## src/rtl/cronometru_display_if.sv

```systemverilog
// Bus between the stopwatch count source and the BCD/seven-segment display block.
interface cronometru_display_if;
    logic [20:0] count;
    logic        freeze;
    logic [27:0] bcd;
    logic        conv_done;
    logic        busy;
    logic [6:0]  an;
    logic [6:0]  seg;
    logic        dp;

    modport master (
        output count, freeze,
        input  bcd, conv_done, busy, an, seg, dp
    );

    modport slave (
        input  count, freeze,
        output bcd, conv_done, busy, an, seg, dp
    );
endinterface

```

## src/rtl/cronometru_display.sv

```systemverilog
// Sequential double-dabble conversion of the stopwatch count plus a multiplexed 7-digit display.
// Define CRONOMETRU_DISPLAY_BLANK_EN to blank leading-zero digits above the decimal point.
module cronometru_display #(
    parameter int unsigned SCAN_DIV = 50000,
    parameter int unsigned DP_POS   = 2
) (
    input  logic                  clk,
    input  logic                  rst,
    cronometru_display_if.slave   io_bus
);
    localparam int unsigned CNT_W  = 21;
    localparam int unsigned BCD_W  = 28;
    localparam int unsigned SREG_W = CNT_W + BCD_W;
    localparam int unsigned N_DIG  = 7;
    localparam int unsigned ITER_W = 5;
    localparam int unsigned SCAN_W = (SCAN_DIV > 1) ? $clog2(SCAN_DIV) : 1;
    localparam logic [ITER_W-1:0] LAST_ITER = ITER_W'(CNT_W - 1);
    localparam logic [SCAN_W-1:0] SCAN_LAST = SCAN_W'(SCAN_DIV - 1);

    typedef enum logic [1:0] {
        S_IDLE  = 2'd0,
        S_SHIFT = 2'd1,
        S_DONE  = 2'd2
    } state_t;

    state_t              r_state;
    state_t              w_state_next;
    logic                w_load;
    logic                w_shift;
    logic                w_finish;
    logic [SREG_W-1:0]   r_sreg;
    logic [SREG_W-1:0]   w_sreg_adj;
    logic [ITER_W-1:0]   r_iter;
    logic [BCD_W-1:0]    r_bcd;
    logic                r_conv_done;
    logic                r_busy;
    logic [SCAN_W-1:0]   r_scan_cnt;
    logic [2:0]          r_idx;
    logic [3:0]          w_digit;
    logic                w_blank;
    logic [6:0]          r_an;
    logic [6:0]          r_seg;
    logic                r_dp;

    function automatic logic [6:0] f_decode(input logic [3:0] d);
        case (d)
            4'd0:    f_decode = 7'h40;
            4'd1:    f_decode = 7'h79;
            4'd2:    f_decode = 7'h24;
            4'd3:    f_decode = 7'h30;
            4'd4:    f_decode = 7'h19;
            4'd5:    f_decode = 7'h12;
            4'd6:    f_decode = 7'h02;
            4'd7:    f_decode = 7'h78;
            4'd8:    f_decode = 7'h00;
            4'd9:    f_decode = 7'h10;
            default: f_decode = 7'h7F;
        endcase
    endfunction

    always_ff @(posedge clk) begin
        if (rst) r_state <= S_IDLE;
        else     r_state <= w_state_next;
    end

    always_comb begin
        w_state_next = r_state;
        case (r_state)
            S_IDLE:  if (!io_bus.freeze) w_state_next = S_SHIFT;
            S_SHIFT: if (r_iter == LAST_ITER) w_state_next = S_DONE;
            S_DONE:  w_state_next = S_IDLE;
            default: w_state_next = S_IDLE;
        endcase
    end

    always_comb begin
        w_load   = 1'b0;
        w_shift  = 1'b0;
        w_finish = 1'b0;
        case (r_state)
            S_IDLE:  w_load   = !io_bus.freeze;
            S_SHIFT: w_shift  = 1'b1;
            S_DONE:  w_finish = 1'b1;
            default: ;
        endcase
    end

    // Add-3 correction on every BCD nibble before the shift.
    always_comb begin
        w_sreg_adj = r_sreg;
        for (int i = 0; i < int'(N_DIG); i++) begin
            if (r_sreg[CNT_W + 4*i +: 4] >= 4'd5)
                w_sreg_adj[CNT_W + 4*i +: 4] = r_sreg[CNT_W + 4*i +: 4] + 4'd3;
        end
    end

    always_ff @(posedge clk) begin
        if (rst) begin
            r_sreg      <= '0;
            r_iter      <= '0;
            r_bcd       <= '0;
            r_conv_done <= 1'b0;
            r_busy      <= 1'b0;
        end else begin
            r_conv_done <= w_finish;
            if (w_load) begin
                r_sreg <= {BCD_W'(0), io_bus.count};
                r_iter <= '0;
                r_busy <= 1'b1;
            end
            if (w_shift) begin
                r_sreg <= w_sreg_adj << 1;
                r_iter <= r_iter + ITER_W'(1);
            end
            if (w_finish) begin
                r_bcd  <= r_sreg[SREG_W-1:CNT_W];
                r_busy <= 1'b0;
            end
        end
    end

    // Free-running scan; runs regardless of freeze.
    always_ff @(posedge clk) begin
        if (rst) begin
            r_scan_cnt <= '0;
            r_idx      <= '0;
        end else if (r_scan_cnt == SCAN_LAST) begin
            r_scan_cnt <= '0;
            r_idx      <= (r_idx == 3'(N_DIG - 1)) ? 3'd0 : r_idx + 3'd1;
        end else begin
            r_scan_cnt <= r_scan_cnt + SCAN_W'(1);
        end
    end

    always_comb begin
        w_digit = '0;
        for (int i = 0; i < int'(N_DIG); i++) begin
            if (r_idx == 3'(i)) w_digit = r_bcd[4*i +: 4];
        end
    end

`ifdef CRONOMETRU_DISPLAY_BLANK_EN
    logic w_zero_above;

    // Walk from the top digit down; a digit blanks only if it and all above are zero.
    always_comb begin
        w_zero_above = 1'b1;
        w_blank      = 1'b0;
        for (int i = int'(N_DIG) - 1; i >= 0; i--) begin
            w_zero_above = w_zero_above && (r_bcd[4*i +: 4] == 4'd0);
            if ((r_idx == 3'(i)) && w_zero_above && (i > int'(DP_POS)))
                w_blank = 1'b1;
        end
    end
`else
    assign w_blank = 1'b0;
`endif

    always_ff @(posedge clk) begin
        if (rst) begin
            r_an  <= 7'h7F;
            r_seg <= 7'h7F;
            r_dp  <= 1'b1;
        end else begin
            r_an  <= ~(7'(1) << r_idx);
            r_seg <= w_blank ? 7'h7F : f_decode(w_digit);
            r_dp  <= (r_idx != 3'(DP_POS));
        end
    end

    assign io_bus.bcd       = r_bcd;
    assign io_bus.conv_done = r_conv_done;
    assign io_bus.busy      = r_busy;
    assign io_bus.an        = r_an;
    assign io_bus.seg       = r_seg;
    assign io_bus.dp        = r_dp;
endmodule
```

## src/flat_wrapper.sv

```systemverilog
// flat-port wrapper written by rule: the top's interface ports become plain ports
module cronometru_display_flat 
#(
    parameter int unsigned SCAN_DIV = 50000,
    parameter int unsigned DP_POS   = 2
)
  (clk, rst, io_bus_count, io_bus_freeze, io_bus_bcd, io_bus_conv_done, io_bus_busy, io_bus_an, io_bus_seg, io_bus_dp);
  cronometru_display_if io_bus_i ();
  input  logic clk;
  input  logic rst;
  input wire logic [$bits(io_bus_i.count)-1:0] io_bus_count;
  input wire logic [$bits(io_bus_i.freeze)-1:0] io_bus_freeze;
  output wire logic [$bits(io_bus_i.bcd)-1:0] io_bus_bcd;
  output wire logic [$bits(io_bus_i.conv_done)-1:0] io_bus_conv_done;
  output wire logic [$bits(io_bus_i.busy)-1:0] io_bus_busy;
  output wire logic [$bits(io_bus_i.an)-1:0] io_bus_an;
  output wire logic [$bits(io_bus_i.seg)-1:0] io_bus_seg;
  output wire logic [$bits(io_bus_i.dp)-1:0] io_bus_dp;
  assign io_bus_i.count = io_bus_count;
  assign io_bus_i.freeze = io_bus_freeze;
  assign io_bus_bcd = io_bus_i.bcd;
  assign io_bus_conv_done = io_bus_i.conv_done;
  assign io_bus_busy = io_bus_i.busy;
  assign io_bus_an = io_bus_i.an;
  assign io_bus_seg = io_bus_i.seg;
  assign io_bus_dp = io_bus_i.dp;
  cronometru_display #(.SCAN_DIV(SCAN_DIV), .DP_POS(DP_POS)) u_core (.clk(clk), .rst(rst), .io_bus(io_bus_i));
endmodule
```

## config.mk

```make
export PLATFORM = sky130hd
export DESIGN_NAME = cronometru_display_flat
export DESIGN_NICKNAME = d
export VERILOG_FILES = /design/src/rtl/cronometru_display_if.sv /design/src/rtl/cronometru_display.sv /design/src/flat_wrapper.sv
export SDC_FILE = /design/constraint.sdc
export NUM_CORES = 1
export LEC_CHECK = 0
export CAP_MARGIN = 20
export CORE_ASPECT_RATIO = 0.5
export CORE_MARGIN = 3
export CORE_UTILIZATION = 49
export CTS_BUF_LIST = sky130_fd_sc_hd__clkbuf_4 sky130_fd_sc_hd__clkbuf_8 sky130_fd_sc_hd__clkbuf_16
export DETAILED_ROUTE_END_ITERATION = 12
export PLACE_DENSITY = 0.82
export SLEW_MARGIN = 15
export SYNTH_ARGS = -nofsm -noshare
export SYNTH_HDL_FRONTEND = slang
export SYNTH_SLANG_ARGS = --single-unit
```

## constraint.sdc

```tcl
create_clock -name clk -period 4.6 [get_ports clk]
set_input_delay 1.15 -clock clk [delete_from_list [all_inputs] [get_ports clk]]
set_output_delay 1.15 -clock clk [all_outputs]
set_load 0.1 [all_outputs]
```

After elaboration in Yosys (flattened, before gate mapping) --
Memories as Yosys holds them, arrays and structs flattened. A register that Yosys moved wholly into a read port is not among the register bits. Index checks and enable logic that the tools add are counted.
Operators by class: add/subtract/negate cells 10, order comparisons 7, eq/ne operators 13, shifts and indexed selects 1, mux-type cells 25, bitwise logic cells 1, reduce and logical (&&, ||, !) cells 8
Operator list (count):
- $mux 49 | 2
- $mux 4 | 13
- $ge 4x3->1 const B | 7
- $add 4x2->4 const B | 6
- $add 16x1->16 const B | 1
- $eq 16x16->1 const B | 1
- $mux 5 | 2
- $eq 3x3->1 const B | 3
- $not 7->7 | 1
- $shl 1x3->7 const A | 1
- $eq 3x2->1 const B | 2
- $mux 3 | 2
- $reduce_or 2->1 | 3
- $add 5x1->5 const B | 1
- $eq 5x5->1 const B | 1
- $mux 2 | 2
- $pmux 2 s2 | 1
- $add 3x1->3 const B | 1
- $add 3x2->3 const B | 1
- $eq 3x1->1 const B | 1
- $logic_not 3->1 | 1
- $mux 1 | 3
- $ne 3x2->1 const B | 1
- $eq 2x1->1 const B | 1
- other kinds (7) | 7
Storage, ports and cells: register bits after elaboration 113, memory bits (read-only) 112, bits of input ports 24, logic and storage cells 77, memories 1
Memories:
- (name not given) | depth 16, bits a word 7, read ports 1, clocked after Yosys merged registers in 1, wr ports 0, line cronometru_display.sv:46 | case (d)

Logic depth before layout (Yosys ltp) --
word-level depth 8, gate-level depth with buffers 10, gate-level depth less buffers 9

Worst setup path before layout --
No wires, ideal clock.
kind reg-to-output, start register u_core.r_an[2], in the netlist u_core.io_bus.an[2], end output io_bus_an[2], data arrival time 1.356 ns, required time 3.450 ns, setup slack 2.094 ns, cell stages (with the launch flop) 2, buffers on the path 1, cell sequence dfxtp_1 -> buf_4
RTL lines:
- from (decl) | line cronometru_display.sv:41 | logic [6:0] r_an;
- from (signal assigned) | line cronometru_display.sv:165 | r_an <= ~(7'(1) << r_idx);
- to (decl) | line flat_wrapper.sv:16 | output wire logic [$bits(io_bus_i.an)-1:0] io_bus_an;
No word-level cell between the ends.

Worst setup path after layout --
start register u_core.r_bcd[11], in the netlist u_core.io_bus.bcd[11], end output io_bus_bcd[11]
RTL lines:
- from (decl) | line cronometru_display.sv:34 | logic [BCD_W-1:0] r_bcd;
- from (signal assigned) | line cronometru_display.sv:116 | r_bcd <= r_sreg[SREG_W-1:CNT_W];
- to (decl) | line flat_wrapper.sv:13 | output wire logic [$bits(io_bus_i.bcd)-1:0] io_bus_bcd;
No word-level cell between the ends.

==> results_dict.tcl <==
set metrics [dict create \
    ys_seq_elements 119 \
    worst-slew-pin-transition_ps 1010 \
    cts_inserted_buffers 17 \
    drive_above_1_share_pct 9.68 \
    drtAntennaViolNets 0 \
    cap_viol_max_count 0 \
    reg2reg_to "u_core.io_bus.seg[6]" \
    synth_area_um2 5350 \
    drt_first_iter_violations 354 \
    root_buffer "clkbuf_16" \
    crit_family "buffers and inverters" \
    setup.worst_path.start_class "flop" \
    yosysWarnings 0 \
    initial_core_util_pct 51.3 \
    path_clk_slew_ps 60 \
    overflow 0 \
    power-per-cell-area_nw_per_um2 393 \
    slowest_stage "clkdlybuf4s50_1" \
    worst-path-stages 1 \
    grt_pass1_wl_um 20900 \
    syn_avg_cell_area_um2 9.00 \
    worstRegToRegCells 9 \
    rows 26 \
    cts_sinks 119 \
    combPwrFrac_pct 5.8 \
    fill_cells 836 \
    hold_class "flop to flop" \
    setup_viol 0 \
    num_antenna_cells 0 \
    period_share_pct 68.8 \
    synth_area_leaders "dfxtp_1 (45%), a21oi_1 (5.6%), a22o_1 (4.6%), ha_1 (4.4%), nand3_1 (3.3%)" \
    slew_viol_final 0 \
    hold_viol 0 \
    final_nets 691 \
    antenna_found_initial 0 \
    whs_endpoint "u_core.r_sreg[20]" \
    grt_pass1_vias 4231 \
    ys_seq_area_share_pct 44.6 \
    hold_ws_ps 457 \
    fmax_mhz 316 \
    synthTopCellsByCount "dfxtp_1 (119), a21oi_1 (60), nand2_1 (44)" \
    power_frac_clock_pct 53.9 \
    p_leak_nw 2.42 \
    max-slew-margin-rel_pct 32.4 \
    required_ps 3450 \
    yosysTopAreaCellShare_pct 44.6 \
    drc 0 \
    status "finished clean" \
    synthMostInstantiatedCell "dfxtp_1" \
    worstHoldPathCells 2 \
    regToRegStartpoint "u_core.r_idx[2]" \
    die_h_um 79.9 \
    p_sw_w 0.000616 \
    synthDistinctLibCells 67 \
    cts-hold-fix-buffers 0 \
    portBuffers 68 \
    async_reset_ff_share_pct 0 \
    via_per_inst 5.66 \
    r2r_slack_ps 1730 \
    post-cts-setup-buffer-count 0 \
    swShare_pct 23.3 \
    io_pins 69 \
    clk-insertion-delay-late_ps 420 \
    synth_ff_type "dfxtp_1" \
    critical_path_arrival_ps 2020 \
    ir_worst_vdd_uv 191 \
    hp-start "u_core.r_sreg[20]" \
    htree_num_levels 4 \
    slowest_delay_ps 1170 \
    fin_setup_tns_ps 0 \
    gp_congestion 0.782 \
    crit_buf_inv 1 \
    grt_max_degree 65 \
    drt_wl_total_um 12800 \
    area_delta_synth_final_pct 25.7 \
    syn-num-nets 637 \
    postSynthCellCount 594 \
    cts_resized 0 \
    path_max_fanout 3 \
    vias 4535 \
    die_x_um 154 \
    clockBufferDepth 2 \
    intPower_w 0.00203 \
    seq_power_share_pct 40.3 \
    synth_edf_count 0 \
    crit_chain "clkdlybuf4s50_1" \
    tritoncts "done" \
    dp_hpwl_um 7990 \
    worst_setup_path_end_kind "primary output" \
    period_needed_ps 3170 \
    yosysTopAreaCell "dfxtp_1" \
    track_usage_pct 21.2 \
    critPathKind "flop to primary output" \
    finClkSkew_ps 8.50 \
    wire_per_inst_um 15.9 \
    die_area_um2 12300 \
    rsz0062_at_grt "false" \
    core-area_um2 10400 \
    drtPass1Iterations 5 \
]
==> cell type report <==
class / instances / area (um2) / share of cell area, %
inverter: 22 / 82.6 / 1.23
clock buffer: 18 / 439 / 6.54
clock inverter: 14 / 199 / 2.96
sequential: 119 / 2380 / 35.5
timing repair buffer: 75 / 736 / 11.0
multi-input combinational: 413 / 2700 / 40.2
tap: 140 / 175 / 2.61
==> cells by family (layout without fill, tap and decap cells) <==
family,Yosys count,count (layout),share of synthesized area (%)
flip-flops,119,119,44.6
AND/OR/NAND/NOR,189,189,17.7
buffers and inverters,62,129,5.22
adder cells (fa/ha/maj),19,19,4.45
multiplexers,7,7,1.54
AO/OA/AOI/OAI,171,171,22.1
XOR/XNOR,27,27,4.42
==> per-stage QoR <==
step / instance area, um2 / worst slack (ps) / total power, W / cells / utilization [%]
floorplan: 5350 / 2090 / 0.00119 / 594 / -
global placement: 6060 / 1630 / 0.00124 / 768 / 58.2
detailed placement: 6060 / 1570 / 0.00124 / 768 / 58.2
CTS: 6700 / 1440 / 0.00265 / 800 / 64.4
global route: 6720 / 1410 / 0.00272 / 801 / 64.5
finish: 6720 / 1430 / 0.00264 / 801 / 64.5
==> worst max path at each step <==
stage	end	start
floorplan	io_bus_an[2]	u_core.io_bus.an[2]
global placement	u_core.r_sreg[24]	io_bus_freeze
finish	io_bus_bcd[11]	u_core.io_bus.bcd[11]
global route	io_bus_bcd[1]	u_core.io_bus.bcd[1]
detailed placement	u_core.r_sreg[24]	io_bus_freeze
CTS	io_bus_bcd[11]	u_core.io_bus.bcd[11]
==> worst reg2reg max path, delay by kind of cell (launching register included) <==
family                   cells  cell delay, ps
AND/OR/NAND/NOR              1             250
buffers and inverters        2             230
AO/OA/AOI/OAI                3             720
adder cells (fa/ha/maj)      2             590
multiplexers                 1             260
flip-flops                   1             730
==> layer usage <==
layer  track usage [%]  part of all wire, %  vias to the layer above
met3              5.47                  5.4                       21
met2              34.7                   46                      128
met4              8.90                  1.8                        0
met1              26.9                   46                     2163
met5                 0                    0                        -
li1                  -                    -                     2223
==> power by group through the flow <==
stage / Combinational [W] / Sequential (W) / Clock, W
finish: 0.000153 / 0.00106 / 0.00142
global route: 0.000167 / 0.00107 / 0.00149
CTS: 0.000154 / 0.00106 / 0.00143
detailed placement: 0.000153 / 0.00109 / 0
global placement: 0.000151 / 0.00109 / 0
floorplan: 0.0000751 / 0.00111 / 0
==> layout by cell type (no fill, tap or decap), types with 3 or more instances in the layout <==
| cell | n |
|---|---|
| dfxtp_1 | 119 |
| clkdlybuf4s50_1 | 67 |
| a21oi_1 | 59 |
| nand2_1 | 44 |
| nor2_1 | 39 |
| nand3_1 | 35 |
| a22o_1 | 28 |
| o21ai_0 | 25 |
| inv_1 | 21 |
| a22oi_1 | 21 |
| ha_1 | 19 |
| nor3_1 | 18 |
| clkbuf_16 | 17 |
| xor2_1 | 16 |
| xnor2_1 | 11 |
| nand2b_1 | 10 |
| and2_1 | 7 |
| and3_1 | 6 |
| a31oi_1 | 6 |
| buf_4 | 6 |
| clkinv_4 | 4 |
| clkinvlp_4 | 4 |
| bufinv_16 | 4 |
| nor2b_1 | 3 |
| and3b_1 | 3 |
| mux2i_1 | 3 |
| or2_2 | 3 |
| a211o_1 | 3 |
| nand4_1 | 3 |
==> sequential cells by signal (all words and copies together), names as in the netlist <==
name	cells
u_core.io_bus.bcd	28
u_core.io_bus.busy	1
u_core.r_state	2
u_core.io_bus.seg	7
u_core.r_scan_cnt	16
u_core.io_bus.conv_done	1
u_core.r_iter	5
u_core.r_sreg	49
u_core.io_bus.an	7
u_core.r_idx	3
Note: power is estimated with default switching activity, not from simulation.
